--- config.mk ---
export PLATFORM = sky130hd
export DESIGN_NAME = wght_bias_update
export DESIGN_NICKNAME = d
export VERILOG_FILES = /design/src/rtl/wght_bias_update.sv
export SDC_FILE = /design/constraint.sdc
export NUM_CORES = 1
export LEC_CHECK = 0
export BUFFER_PORTS_ARGS = -buffer_cell sky130_fd_sc_hd__buf_2
export CORE_AREA = 3 3 447 449
export CTS_CLUSTER_DIAMETER = 30
export DETAILED_ROUTE_END_ITERATION = 16
export DIE_AREA = 0 0 450 452
export PLACE_DENSITY_LB_ADDON = 0.12
export SYNTH_ARGS = -nofsm -noshare
export SYNTH_HDL_FRONTEND = slang
export SYNTH_SLANG_ARGS = --single-unit
--- constraint.sdc ---
create_clock -name clk -period 8.35 [get_ports clk]
set_input_delay 1.67 -clock clk [delete_from_list [all_inputs] [get_ports clk]]
set_output_delay 1.67 -clock clk [all_outputs]
set_load 0.01 [all_outputs]
--- src/rtl/wght_bias_update.sv ---
// Live weight/bias store for the 2-3-2 MLP: counts samples, then applies
// saturating w <= w - delta one element per cycle and clears the accumulators.
module wbu_elem #(
  parameter int WIDTH = 32
) (
  input  logic             clk,
  input  logic             rst,
  input  logic             i_we,
  input  logic [WIDTH-1:0] i_wdata,
  output logic [WIDTH-1:0] o_q
);
  logic [WIDTH-1:0] r_q;

  always_ff @(posedge clk) begin
    if (rst)       r_q <= '0;
    else if (i_we) r_q <= i_wdata;
  end

  assign o_q = r_q;
endmodule

module wght_bias_update #(
  parameter int N_IN   = 2,
  parameter int N_HL_P = 3,
  parameter int N_OUT  = 2,
  parameter int WIDTH  = 32,
  parameter int BATCH  = 4
) (
  input  logic                            clk,
  input  logic                            rst,
  input  logic                            i_smpl_vld,
  input  logic                            i_flush,
  input  logic                            i_ld_en,
  input  logic [4:0]                      i_ld_addr,
  input  logic [WIDTH-1:0]                i_ld_data,
  input  logic [N_OUT*WIDTH-1:0]          i_dbias_o,
  input  logic [N_HL_P*WIDTH-1:0]         i_dbias_hd,
  input  logic [N_HL_P*N_OUT*WIDTH-1:0]   i_dwght_o,
  input  logic [N_HL_P*N_IN*WIDTH-1:0]    i_dwght_hd,
  output logic                            o_acc_en,
  output logic                            o_acc_rst,
  output logic                            o_ready,
  output logic                            o_done,
  output logic                            o_drop,
  output logic [N_OUT*WIDTH-1:0]          o_bias_o,
  output logic [N_HL_P*WIDTH-1:0]         o_bias_hd,
  output logic [N_HL_P*N_OUT*WIDTH-1:0]   o_wght_o,
  output logic [N_HL_P*N_IN*WIDTH-1:0]    o_wght_hd
);
  localparam int N_BO  = N_OUT;
  localparam int N_BH  = N_HL_P;
  localparam int N_WO  = N_HL_P * N_OUT;
  localparam int N_WH  = N_HL_P * N_IN;
  localparam int N_TOT = N_BO + N_BH + N_WO + N_WH;
  localparam int IW    = $clog2(N_TOT);
  localparam int CW    = (BATCH > 1) ? $clog2(BATCH) : 1;

  typedef enum logic [1:0] {S_IDLE, S_UPD, S_CLR} state_t;

  state_t                        r_state, w_state_nxt;
  logic [CW-1:0]                 r_cnt;
  logic [IW-1:0]                 r_idx;
  logic                          r_drop;
  logic [N_TOT-1:0][WIDTH-1:0]   w_elem;
  logic [N_TOT-1:0][WIDTH-1:0]   w_delta;
  logic [WIDTH-1:0]              w_cur;
  logic [WIDTH-1:0]              w_dsel;
  logic [WIDTH:0]                w_diff;
  logic [WIDTH-1:0]              w_sat;
  logic                          w_idle;
  logic                          w_last;
  logic                          w_fl;
  logic                          w_go;
  logic                          w_upd;
  logic                          w_ld;

  assign w_delta = {i_dwght_hd, i_dwght_o, i_dbias_hd, i_dbias_o};

  assign w_idle = (r_state == S_IDLE);
  assign w_upd  = (r_state == S_UPD);
  assign w_last = i_smpl_vld && (r_cnt == CW'(BATCH - 1));
  // A flush that coincides with the batch-closing sample folds into one update.
  assign w_fl   = i_flush && (r_cnt != '0) && !w_last;
  assign w_go   = w_idle && (w_last || w_fl);
  assign w_ld   = w_idle && i_ld_en && (i_ld_addr < 5'(N_TOT));

  // Sign-extended difference exposes overflow in the top two bits.
  assign w_cur  = w_elem[r_idx];
  assign w_dsel = w_delta[r_idx];
  assign w_diff = {w_cur[WIDTH-1], w_cur} - {w_dsel[WIDTH-1], w_dsel};
  always_comb begin
    w_sat = w_diff[WIDTH-1:0];
    if (w_diff[WIDTH] != w_diff[WIDTH-1])
      w_sat = w_diff[WIDTH] ? {1'b1, {(WIDTH-1){1'b0}}} : {1'b0, {(WIDTH-1){1'b1}}};
  end

  always_ff @(posedge clk) begin
    if (rst) r_state <= S_IDLE;
    else     r_state <= w_state_nxt;
  end

  always_comb begin
    w_state_nxt = r_state;
    case (r_state)
      S_IDLE:  if (w_last || w_fl) w_state_nxt = S_UPD;
      S_UPD:   if (r_idx == IW'(N_TOT - 1)) w_state_nxt = S_CLR;
      S_CLR:   w_state_nxt = S_IDLE;
      default: w_state_nxt = S_IDLE;
    endcase
  end

  always_comb begin
    o_ready   = w_idle;
    o_done    = (r_state == S_CLR);
    o_acc_rst = (r_state == S_CLR);
  end

  assign o_acc_en = i_smpl_vld && w_idle;
  assign o_drop   = r_drop;

  always_ff @(posedge clk) begin
    if (rst)                    r_cnt <= '0;
    else if (w_go)              r_cnt <= '0;
    else if (w_idle && i_smpl_vld) r_cnt <= r_cnt + 1'b1;
  end

  always_ff @(posedge clk) begin
    if (rst)        r_idx <= '0;
    else if (w_upd) r_idx <= (r_idx == IW'(N_TOT - 1)) ? '0 : r_idx + 1'b1;
  end

  always_ff @(posedge clk) begin
    if (rst)                        r_drop <= 1'b0;
    else if (i_smpl_vld && !w_idle) r_drop <= 1'b1;
  end

  // Loads happen only in IDLE and updates only in UPD, so the write sources never collide.
  for (genvar k = 0; k < N_TOT; k++) begin : g_elem
    logic w_we;
    assign w_we = (w_ld && (i_ld_addr == 5'(k))) || (w_upd && (r_idx == IW'(k)));
    wbu_elem #(.WIDTH(WIDTH)) u_elem (
      .clk     (clk),
      .rst     (rst),
      .i_we    (w_we),
      .i_wdata (w_upd ? w_sat : i_ld_data),
      .o_q     (w_elem[k])
    );
  end

  assign o_bias_o  = w_elem[N_BO-1:0];
  assign o_bias_hd = w_elem[N_BO+N_BH-1:N_BO];
  assign o_wght_o  = w_elem[N_BO+N_BH+N_WO-1:N_BO+N_BH];
  assign o_wght_hd = w_elem[N_TOT-1:N_BO+N_BH+N_WO];
endmodule

==> flow_metrics.env, run 1 <==
export IMPL_fin_skew_ps=37.17
export IMPL_design_die_area_um2=203400
export IMPL_grt_remaining_overflow=0
export IMPL_fin_crit_sh=0.7687
export IMPL_io_pins=1135
export IMPL_path_max_fanout=29
export IMPL_yosysTopAreaCellShare=0.3486
export IMPL_die_h_um=452
export IMPL_min_path_type="flip-flop to flip-flop"
export IMPL_dp_cells=6580
export IMPL_p_sw_frac=0.2974
export IMPL_drive_gt1_frac=0.4665
export IMPL_busiest_layer="met2"
export IMPL_synth_area_per_cell_um2=10.45
export IMPL_ant_nets=0
export IMPL_cts_hold_buffers=0
export IMPL_synthCells=3043
export IMPL_portBuffers=1134
export IMPL_layout_cells_non_filler=6945
export IMPL_wl_per_cell_um=33.37
export IMPL_syn_cell_area_um2=31810
export IMPL_seqPwrFrac=0.246
export IMPL_worstPathArrival_ps=6970
export IMPL_std_cell_rows=163
export IMPL_gr_usage_all_layers=0.2183
export IMPL_synthFlopType="dfxtp_1"
export IMPL_cpMostUsedCell="mux4_2"
export IMPL_post_cts_buffers=0
export IMPL_clkSinkCount=554
export IMPL_grt_max_degree=238
export IMPL_peakVddDrop_mv=0.1703
export IMPL_num_vias=32583
export IMPL_fin_nets=4742
export IMPL_finalSetupTns_ps=0
export IMPL_synth_net_count=3669
export IMPL_cts_tree="yes"
export IMPL_ys_async_sr_fraction=0
export IMPL_area_growth_pct=46.09
export IMPL_initial_core_util=0.1618
export IMPL_ys_ff_latch=554
export IMPL_power_switching_uw=3356
export IMPL_firstDrtPassIters=5
export IMPL_grtUsageMet2=0.3970
export IMPL_status="completed"
export IMPL_power_leakage_uw=0.01805
export IMPL_startpoint="r_idx[0]$_SDFFE_PP0P_"
export IMPL_crit_path_max_incr_delay_ps=1000
export IMPL_timing_fmax_ghz=0.1558
export IMPL_path_buf_inv=2
export IMPL_cts_buffers=174
export IMPL_use_met1=0.2342
export IMPL_ys_warnings_count=0
export IMPL_crit_required_ps=8900
export IMPL_max_clock_path_buffers=3
export IMPL_antenna_found_initial=114
export IMPL_cts_resized=0
export IMPL_path_delay_family="compound AO/OA/AOI/OAI gates"
export IMPL_powerDensity_nw_per_um2=242.8
export IMPL_ys_top_cells_by_area="dfxtp_1 (35%), mux4_2 (23%), nand3b_1 (10%)"
export IMPL_endpoint="g_elem[10].u_elem.o_q[2]$_SDFFE_PP0P_"
export IMPL_fin_util=0.2364
export IMPL_clkLatencyLatePin_ps=780
export IMPL_core_area_um2=196600
export IMPL_hold_viol_final=0
export IMPL_path_class="flip-flop to flip-flop"
export IMPL_clkPwrFrac=0.569
export IMPL_die_w_um=450
export IMPL_wirelength_um=231800
export IMPL_rrSetupSlack_ps=1930
export IMPL_period_needed_ps=6419
export IMPL_drv_slew=0
export IMPL_r2r_end="g_elem[10].u_elem.o_q[2]$_SDFFE_PP0P_"
export IMPL_drc=0
export IMPL_min_from="g_elem[3].u_elem.o_q[31]$_SDFFE_PP0P_"
export IMPL_viasPerCell=4.692
export IMPL_use_met3=0.04405
export IMPL_worstPathCellList="buf_12 -> buf_4 -> mux4_2 -> mux4_2 -> a22o_1 -> ha_1 -> nand4_1 -> or2_1 -> nand2b_4 -> a2111o_1 -> and2_1 -> and2_4 -> o311ai_4 -> a311oi_1"
export IMPL_timing_rr_start="r_idx[0]$_SDFFE_PP0P_"
export IMPL_grt_pass1_wl_um=304900
export IMPL_comb_power_share=0.185
export IMPL_synth_cell_types=70
export IMPL_grt_pass1_vias=32249
export IMPL_internal_power_uw=7928
export IMPL_relSlewSlack=0.1258
export IMPL_cp_start_kind="flip-flop"
export IMPL_cap_violations=0
export IMPL_synth_edff_count=0
export IMPL_place_congestion=0.9402
export IMPL_path_clk_slew_ps=40
export IMPL_synth_top_cells_by_count="dfxtp_1 (554), nand3b_1 (434), mux4_2 (320)"
export IMPL_post_dp_hpwl_um=184500
export IMPL_yosysSeqAreaShare=0.3486
export IMPL_crit_path_end_kind="flip-flop"
export IMPL_tightest_slew_ps=1310
export IMPL_worstRegToRegCells=14
export IMPL_htree_levels=4
export IMPL_rsz0062_at_grt="no"
export IMPL_cp_depth=14
export IMPL_root_buffer="clkbuf_16"
export IMPL_finalSetupViolations=0
export IMPL_yosysMostFrequentCell="dfxtp_1"
export IMPL_yosys_area_top_type="dfxtp_1"
export IMPL_critical_path_slowest_cell="o311ai_4"
export IMPL_hold_ws_ps=466.1
export IMPL_dr_first_iter_drc_count=2404
[tightest hold or removal path, delay by kind of cell (launching register included)]
kind	cells	cell delay, ps
AND/OR/NAND/NOR	1	60
AO/OA/AOI/OAI	1	50
flip-flops	1	310
[power by group through the flow]
stage	Sequential, µW	Clock, µW	Combinational, µW
final	2770	6430	2080
after global routing	2780	6700	2210
after CTS	2770	6560	2110
after detailed placement	2820	0	2100
after global placement	2820	0	2100
after floorplan	2810	0	1130
[logic make-up (layout without fill, tap and decap cells)]
logic type,after synthesis,in the layout,share of synthesized area
AOI/OAI and AO/OA,827,827,0.1904
xor gates and xnor gates,27,27,0.007434
adders and majority gates,40,40,0.01597
buffers and inverters,345,1559,0.04437
DFF,554,554,0.3486
muxes,320,320,0.2265
other,0,48,0
and+or+nand+nor,930,930,0.1666
[through the flow]
stage	worst slack [ps]	total power [µW]	area [µm²]
2_1_floorplan	2845	3937	31810
3_3_place_gp	1418	4923	40560
3_5_place_dp	1376	4916	40560
4_1_cts	1759	11440	46350
5_1_grt	1577	11690	46440
6_report	1931	11280	46470
[layout by cell type (no fill, tap or decap), drive strengths merged, types with 4 or more instances in the layout]
cell type,netlist,routed
dfxtp,554,554
o211ai,9,9
nor2,171,171
nor2b,6,6
a22o,32,32
a21oi,67,67
o22ai,15,15
a22oi,32,32
o221ai,70,70
o21a,9,9
a31oi,6,6
nand3b,434,434
o22a,16,16
nand3,13,13
clkbuf,258,260
and2,10,10
inv,14,18
nand4,4,4
nor3,12,12
or3,7,7
nand2,252,252
o31ai,76,76
nand2b,10,10
ha,39,39
o21ai,322,322
o21bai,7,7
a311oi,73,73
and3,5,5
clkinv,0,44
xnor2,20,20
buf,73,1228
bufinv,0,9
diode,0,48
a211oi,58,58
a21o,11,11
xor2,7,7
mux4,320,320
[area by class of cell]
cell class	count	area [µm²]
fillers	21470	150100
multi-input cells	2144	19560
flip-flops and latches	554	11110
repair buffers	1228	6541
clock buffers	260	5159
well taps	2640	3303
clock inverters	57	633.1
diodes	48	120.1
inverters	14	53.80
[worst min-delay path by stage]
stage                                                         to  slack [ps]  cells past startpoint
after floorplan           g_elem[10].u_elem.o_q[31]$_SDFFE_PP0P_         490                      2
after global placement     g_elem[3].u_elem.o_q[31]$_SDFFE_PP0P_         460                      2
after detailed placement   g_elem[3].u_elem.o_q[31]$_SDFFE_PP0P_         460                      2
after CTS                  g_elem[3].u_elem.o_q[31]$_SDFFE_PP0P_         460                      2
after global routing      g_elem[13].u_elem.o_q[31]$_SDFFE_PP0P_         490                      2
final                      g_elem[3].u_elem.o_q[31]$_SDFFE_PP0P_         470                      2
[per-layer routing]
layer | up-vias | wire [µm]
li1 | 14134 | -
met1 | 16620 | 83950
met2 | 1402 | 121600
met3 | 413 | 12910
met4 | 14 | 13230
met5 | - | 82
[registers in the layout (all words and copies together) (netlist names)]
| signal | cells |
|---|---|
| r_idx | 5 |
| r_state | 2 |
| g_elem.u_elem.o_q | 544 |
| r_cnt | 2 |
| o_drop | 1 |
(Power assumes the default switching activity.)
==> inputs of run 2 (changes only) <==
==> constraint.sdc (replaced) <==
create_clock -name clk -period 6.7 [get_ports clk]
set_input_delay 1.34 -clock clk [delete_from_list [all_inputs] [get_ports clk]]
set_output_delay 1.34 -clock clk [all_outputs]
set_load 0.01 [all_outputs]
==> run 2 against run 1 <==
Net effect:
- sequential power grew 25%
- largest power group unchanged
- total power increased by 28%
- sequential share of layout area is 0.58 points lower
- final cell count is 1.1% higher
- die area stayed put
- hold slack improved by 1.9 ps
- design area increased by 2.5%
- non-clock buffer count up 75
- first-iteration DRC count grew 9.1%
- clock power increased by 29%
==> flow_metrics.env, run 2 (synthesized netlist as in run 1, its figures left out) <==
export IMPL_status="completed"
export IMPL_layout_common_cells="buf_2 (1133), dfxtp_1 (550), nand3b_1 (434)"
export IMPL_gr_usage_all_layers=0.2152
export IMPL_grt_pass1_vias=32313
export IMPL_core_area_um2=196600
export IMPL_place_congestion=0.9861
export IMPL_cts_resized=0
export IMPL_final_common_cell="buf_2"
export IMPL_min_from="g_elem[5].u_elem.o_q[31]$_SDFFE_PP0P_"
export IMPL_worstPathCellList="buf_12 -> buf_12 -> mux4_2 -> mux4_2 -> a22oi_1 -> buf_4 -> ha_1 -> a21oi_1 -> o21ai_0 -> or2_1 -> o211a_1 -> a2111oi_2 -> a31o_2 -> buf_4 -> a211oi_4 -> buf_12 -> o31ai_2"
export IMPL_crit_path_end_kind="flip-flop"
export IMPL_clkSinkCount=554
export IMPL_antenna_found_initial=92
export IMPL_firstDrtPassIters=6
export IMPL_whs_path_depth=2
export IMPL_timing_fmax_ghz=0.1598
export IMPL_num_vias=32800
export IMPL_viasPerCell=4.670
export IMPL_rrSetupSlack_ps=440
export IMPL_portBuffers=1134
export IMPL_path_max_fanout=24
export IMPL_largest_register_ffs=544
export IMPL_cts_buffers=176
export IMPL_path_class="flip-flop to flip-flop"
export IMPL_clkLatencyLatePin_ps=790
export IMPL_wirelength_um=229300
export IMPL_timing_rr_start="r_idx[0]$_SDFFE_PP0P_"
export IMPL_fin_nets=4819
export IMPL_grt_pass1_wl_um=301200
export IMPL_fin_crit_sh=0.9338
export IMPL_drive_gt1_frac=0.4760
export IMPL_peakVddDrop_mv=0.2069
export IMPL_cpMostUsedCell="buf_12"
export IMPL_period_needed_ps=6257
export IMPL_io_pins=1135
export IMPL_r2r_end="g_elem[7].u_elem.o_q[20]$_SDFFE_PP0P_"
export IMPL_area_growth_pct=49.75
export IMPL_powerDensity_nw_per_um2=303.8
export IMPL_drv_slew=0
export IMPL_relSlewSlack=0.1048
export IMPL_post_dp_hpwl_um=184600
export IMPL_initial_core_util=0.1618
export IMPL_max_clock_path_buffers=3
export IMPL_worstRegToRegCells=17
export IMPL_post_cts_buffers=0
export IMPL_fin_skew_ps=47.59
export IMPL_rsz0062_at_grt="no"
export IMPL_crit_required_ps=7360
export IMPL_power_leakage_uw=0.01864
export IMPL_grt_remaining_overflow=0
export IMPL_die_h_um=452
export IMPL_ant_nets=0
export IMPL_grt_max_degree=215
export IMPL_std_cell_rows=163
export IMPL_crit_path_max_incr_delay_ps=810
export IMPL_min_path_type="flip-flop to flip-flop"
export IMPL_final_area_um2=47640
export IMPL_fin_total_pwr_uw=14470
export IMPL_htree_levels=4
export IMPL_design_die_area_um2=203400
export IMPL_drc=0
export IMPL_path_clk_slew_ps=40
export IMPL_dr_first_iter_drc_count=2623
export IMPL_hold_path_end="g_elem[5].u_elem.o_q[31]$_SDFFE_PP0P_"
export IMPL_hold_ws_ps=468.0
export IMPL_cp_start_kind="flip-flop"
export IMPL_place_area_um2=41470
export IMPL_cts_tree="yes"
export IMPL_cts_hold_buffers=0
export IMPL_tightest_slew_ps=1342
export IMPL_wl_per_cell_um=32.65
export IMPL_worstPathArrival_ps=6920
export IMPL_finalSetupViolations=0
export IMPL_root_buffer="clkbuf_16"
export IMPL_hold_viol_final=0
export IMPL_die_w_um=450
export IMPL_critical_path_slowest_cell="dfxtp_4"
export IMPL_finalSetupTns_ps=0
export IMPL_cap_violations=0
[run 2: cell types whose count changed in the layout (fill, tap and decap cells not counted), sizes merged]
cell and change:
buf +75, clkbuf +9, diode -7, inv -3
clkinvlp +2, bufinv +1, clkinv +1
[run 2: worst max-delay path by stage]
| stage | start | end | slack (ps) | cells past startpoint |
|---|---|---|---|---|
| 2_1_floorplan | r_idx[0]$_SDFFE_PP0P_ | g_elem[12].u_elem.o_q[30]$_SDFFE_PP0P_ | 1200 | 19 |
| 3_3_place_gp | i_dbias_hd[72] | g_elem[4].u_elem.o_q[2]$_SDFFE_PP0P_ | 180 | 14 |
| 3_5_place_dp | i_dbias_hd[72] | g_elem[4].u_elem.o_q[2]$_SDFFE_PP0P_ | 150 | 14 |
| 4_1_cts | r_idx[0]$_SDFFE_PP0P_ | g_elem[4].u_elem.o_q[2]$_SDFFE_PP0P_ | 200 | 15 |
| 5_1_grt | r_idx[0]$_SDFFE_PP0P_ | g_elem[8].u_elem.o_q[17]$_SDFFE_PP0P_ | 90 | 17 |
| 6_report | r_idx[0]$_SDFFE_PP0P_ | g_elem[7].u_elem.o_q[20]$_SDFFE_PP0P_ | 440 | 17 |
[run 2: per-stage QoR]
step,utilization,instances,worst slack [ps]
floorplan,-,3043,1195
global placement,0.2109,6652,182.8
CTS,0.2416,6979,204.3
finish,0.2423,7023,443.5
global route,0.2422,7014,90.16
detailed placement,0.2109,6652,154.5
[run 2: where the power goes]
group / leakage, µW / internal, µW / switching (µW)
registers: 0.00447 / 3380 / 84.2
logic: 0.0112 / 1070 / 1660
clock network: 0.00298 / 5770 / 2510
total: 0.0186 / 10200 / 4260
[run 2: final cells by class]
type,count,area [µm²]
Antenna cell,41,102.6
Clock buffer,269,5299
Clock inverter,58,734.5
Fill cell,21383,149000
Inverter,14,53.80
Multi-Input combinational cell,2144,19550
Sequential cell,554,11110
Tap cell,2640,3303
Timing Repair Buffer,1303,7492
[run 2: critical path, delay by kind of cell (launching register included)]
| family | cells | cell delay [ps] |
|---|---|---|
| mux | 2 | 1050 |
| compound gates | 8 | 2400 |
| flops | 1 | 810 |
| fa+ha+maj | 1 | 310 |
| buf+inv | 5 | 1160 |
| simple gates | 1 | 330 |
[run 2: metal layers]
metal / track usage / vias up / part of all wire / wire length, µm
li1: - / 14291 / - / -
met1: 0.2316 / 16776 / 0.37 / 84300
met2: 0.3933 / 1332 / 0.52 / 119700
met3: 0.04103 / 397 / 0.050 / 11460
met4: 0.1217 / 4 / 0.060 / 13820
met5: 0 / - / 0.000092 / 21
==> inputs of run 3 (changes only) <==
--- a/config.mk
+++ b/config.mk
@@ -6,11 +6,12 @@
 export NUM_CORES = 1
 export LEC_CHECK = 0
 export BUFFER_PORTS_ARGS = -buffer_cell sky130_fd_sc_hd__buf_2
-export CORE_AREA = 3 3 447 449
+export CORE_AREA = 3 3 442 444
 export CTS_CLUSTER_DIAMETER = 30
 export DETAILED_ROUTE_END_ITERATION = 16
-export DIE_AREA = 0 0 450 452
+export DIE_AREA = 0 0 445 447
 export PLACE_DENSITY_LB_ADDON = 0.12
 export SYNTH_ARGS = -nofsm -noshare
 export SYNTH_HDL_FRONTEND = slang
+export SYNTH_HIERARCHICAL = 1
 export SYNTH_SLANG_ARGS = --single-unit
==> run 3 against run 2 <==
Net effect:
- wire length shrank 9.3%
- critical path depth grew 5
- register-to-register slack lost 110 ps
- clock skew grew 31 ps
- fmax shrank 1.7%
- critical endpoint is now g_elem[13].u_elem/o_q[13]$_SDFFE_PP0P_
- largest cell class unchanged
- largest power group unchanged
==> flow_metrics.env, run 3 <==
export IMPL_syn_cell_area_um2=31090
export IMPL_ys_async_sr_fraction=0
export IMPL_relSlewSlack=0.2718
export IMPL_timing_fmax_ghz=0.1572
export IMPL_cpMostUsedCell="buf_12"
export IMPL_dr_first_iter_drc_count=1727
export IMPL_core_area_um2=192000
export IMPL_tightest_slew_ps=1092
export IMPL_fin_nets=4697
export IMPL_synth_area_per_cell_um2=11.03
export IMPL_drv_slew=0
export IMPL_final_common_cell="buf_2"
export IMPL_grt_remaining_overflow=0
export IMPL_cp_start_kind="flip-flop"
export IMPL_finalSetupViolations=0
export IMPL_ys_ff_latch=554
export IMPL_hold_viol_final=0
export IMPL_ant_nets=0
export IMPL_design_die_area_um2=198900
export IMPL_finalSetupTns_ps=0
export IMPL_peakVddDrop_mv=0.1863
export IMPL_cts_buffers=196
export IMPL_synthCells=2819
export IMPL_portBuffers=1134
export IMPL_cap_violations=0
export IMPL_finalWorstSetupSlack_ps=336.8
export IMPL_fin_crit_sh=0.9497
export IMPL_yosysMostFrequentCell="mux2i_1"
export IMPL_synth_edff_count=0
export IMPL_die_w_um=445
export IMPL_viasPerCell=4.311
export IMPL_rrSetupSlack_ps=340
export IMPL_io_pins=1135
export IMPL_layout_common_cells="buf_2 (1133), mux2i_1 (618), nor2_1 (601)"
export IMPL_antenna_found_initial=63
export IMPL_grt_pass1_wl_um=273500
export IMPL_clkLatencyLatePin_ps=830
export IMPL_wl_per_cell_um=30.67
export IMPL_largest_register_ffs=544
export IMPL_firstDrtPassIters=5
export IMPL_grt_pass1_vias=29683
export IMPL_critical_path_slowest_cell="a221oi_1"
export IMPL_worstRegToRegCells=22
export IMPL_synth_net_count=3445
export IMPL_path_clk_slew_ps=40
export IMPL_clkSinkCount=554
export IMPL_die_h_um=447
export IMPL_fin_skew_ps=78.54
export IMPL_min_path_type="flip-flop to flip-flop"
export IMPL_worstPathCellList="buf_12 -> buf_12 -> buf_4 -> mux4_2 -> mux2_2 -> a221oi_1 -> nor2_1 -> a21oi_2 -> ha_1 -> nand2_1 -> o21ai_0 -> nand2b_1 -> nand3_1 -> a211o_1 -> or3_4 -> and3_2 -> buf_12 -> o31ai_1 -> a22o_1 -> buf_12 -> mux2i_1 -> nor2_1"
export IMPL_drive_gt1_frac=0.4599
export IMPL_yosys_area_top_type="dfxtp_1"
export IMPL_rsz0062_at_grt="no"
export IMPL_path_max_fanout=23
export IMPL_cts_tree="yes"
export IMPL_hold_path_end="o_drop$_SDFFE_PP0P_"
export IMPL_max_clock_path_buffers=3
export IMPL_place_ws_ps=-278.6
export IMPL_ys_top_cells_by_area="dfxtp_1 (36%), mux2i_1 (20%), mux4_2 (18%)"
export IMPL_cts_hold_buffers=0
export IMPL_synth_cell_types=61
export IMPL_place_congestion=0.8699
export IMPL_min_from="o_drop$_SDFFE_PP0P_"
export IMPL_grt_max_degree=186
export IMPL_status="completed"
export IMPL_wirelength_um=208000
export IMPL_initial_core_util=0.1619
export IMPL_htree_levels=4
export IMPL_timing_rr_start="r_idx[0]$_SDFFE_PP0P_"
export IMPL_drc=0
export IMPL_period_needed_ps=6363
export IMPL_num_vias=29239
export IMPL_crit_path_max_incr_delay_ps=570
export IMPL_path_class="flip-flop to flip-flop"
export IMPL_crit_required_ps=7410
export IMPL_gr_usage_all_layers=0.2007
export IMPL_r2r_end="g_elem[13].u_elem/o_q[13]$_SDFFE_PP0P_"
export IMPL_yosysTopAreaCellShare=0.3567
export IMPL_root_buffer="clkbuf_16"
export IMPL_synthFlopType="dfxtp_1"
export IMPL_powerDensity_nw_per_um2=319.2
export IMPL_area_growth_pct=51.19
export IMPL_ys_warnings_count=6
export IMPL_worstPathArrival_ps=7070
export IMPL_power_leakage_uw=0.01905
export IMPL_synth_top_cells_by_count="mux2i_1 (618), nor2_1 (601), dfxtp_1 (554)"
export IMPL_crit_path_end_kind="flip-flop"
export IMPL_whs_path_depth=2
export IMPL_yosysSeqAreaShare=0.3567
export IMPL_std_cell_rows=161
export IMPL_post_dp_hpwl_um=162500
run 3: cell types whose count changed in the layout (fill, tap and decap cells not counted), moves of 34 or more:
cell,delta
a211oi_1,-46
a221oi_1,+34
a311oi_1,-37
a311oi_2,-34
mux2_2,+37
mux2i_1,+618
mux4_2,-74
nand2_1,-201
nand3b_1,-430
nor2_1,+437
o21ai_0,-269
o221ai_1,-70
o22ai_1,+37
o31ai_2,-40
run 3: worst max-delay path: cells and delay by family, from the launching register on:
kind	cells	cell delay, ps
compound gates	6	2070
fa+ha+maj	1	360
buf+inv	5	1030
flops	1	450
mux	3	920
simple gates	7	1360
run 3: power by group:
group	total, µW	internal, µW	switching, µW
Clock	9000	6290	2710
Sequential	3430	3370	55.0
Combinational	2580	1070	1510
run 3: per-layer routing:
| layer | global-route usage | vias to the layer above | share of wire |
|---|---|---|---|
| met2 | 0.3546 | 1088 | 0.50 |
| met3 | 0.05154 | 294 | 0.062 |
| met1 | 0.2330 | 14766 | 0.40 |
| li1 | - | 13075 | - |
| met4 | 0.07273 | 16 | 0.035 |
| met5 | 0 | - | 0.00054 |
run 3: metrics by stage:
stage / total power [µW] / utilization / hold slack [ps] / cells / cell area [µm²]
2_1_floorplan: 4766 / - / 502.2 / 2819 / 31090
3_3_place_gp: 6110 / 0.2092 / 450.1 / 6396 / 40160
3_5_place_dp: 6107 / 0.2092 / 470.7 / 6396 / 40160
4_1_cts: 15270 / 0.2446 / 479.3 / 6764 / 46960
5_1_grt: 15590 / 0.2447 / 530.7 / 6773 / 46980
6_report: 15000 / 0.2448 / 471.3 / 6783 / 47000
run 3: logic make-up after synthesis:
kind of cell,after synthesis,synth area share
buf+inv,258,0.06379
fa+ha+maj,40,0.01634
flops,554,0.3567
simple gates,716,0.09140
mux,901,0.3906
compound gates,323,0.07353
xor+xnor,27,0.007607
run 3: worst max-delay path by stage:
| stage | slack [ps] | start | cells past startpoint | end |
|---|---|---|---|---|
| 2_1_floorplan | 870 | r_idx[0]$_SDFFE_PP0P_ | 21 | g_elem[0].u_elem/o_q[28]$_SDFFE_PP0P_ |
| 3_3_place_gp | -300 | i_dwght_hd[41] | 20 | g_elem[7].u_elem/o_q[11]$_SDFFE_PP0P_ |
| 3_5_place_dp | -280 | i_dwght_o[76] | 21 | g_elem[0].u_elem/o_q[11]$_SDFFE_PP0P_ |
| 4_1_cts | 180 | r_idx[3]$_SDFFE_PP0P_ | 18 | g_elem[13].u_elem/o_q[16]$_SDFFE_PP0P_ |
| 5_1_grt | 30 | r_idx[0]$_SDFFE_PP0P_ | 22 | g_elem[9].u_elem/o_q[13]$_SDFFE_PP0P_ |
| 6_report | 340 | r_idx[0]$_SDFFE_PP0P_ | 22 | g_elem[13].u_elem/o_q[13]$_SDFFE_PP0P_ |
run 3: area by class of cell:
cell class / count / area (µm²)
antenna: 19 / 47.55
clock buffer: 295 / 5867
clock inverter: 70 / 884.6
fill: 20839 / 145000
inverter: 18 / 67.56
multi-input combinational: 2007 / 18320
sequential: 554 / 11110
tap: 2526 / 3161
timing repair buffer: 1294 / 7550
run 3: repair_timing:
action,in CTS,in global routing
setup buffers,3,0
gates resized for setup,5,1
cloned,0,0
endpoints found under the setup margin,98,5
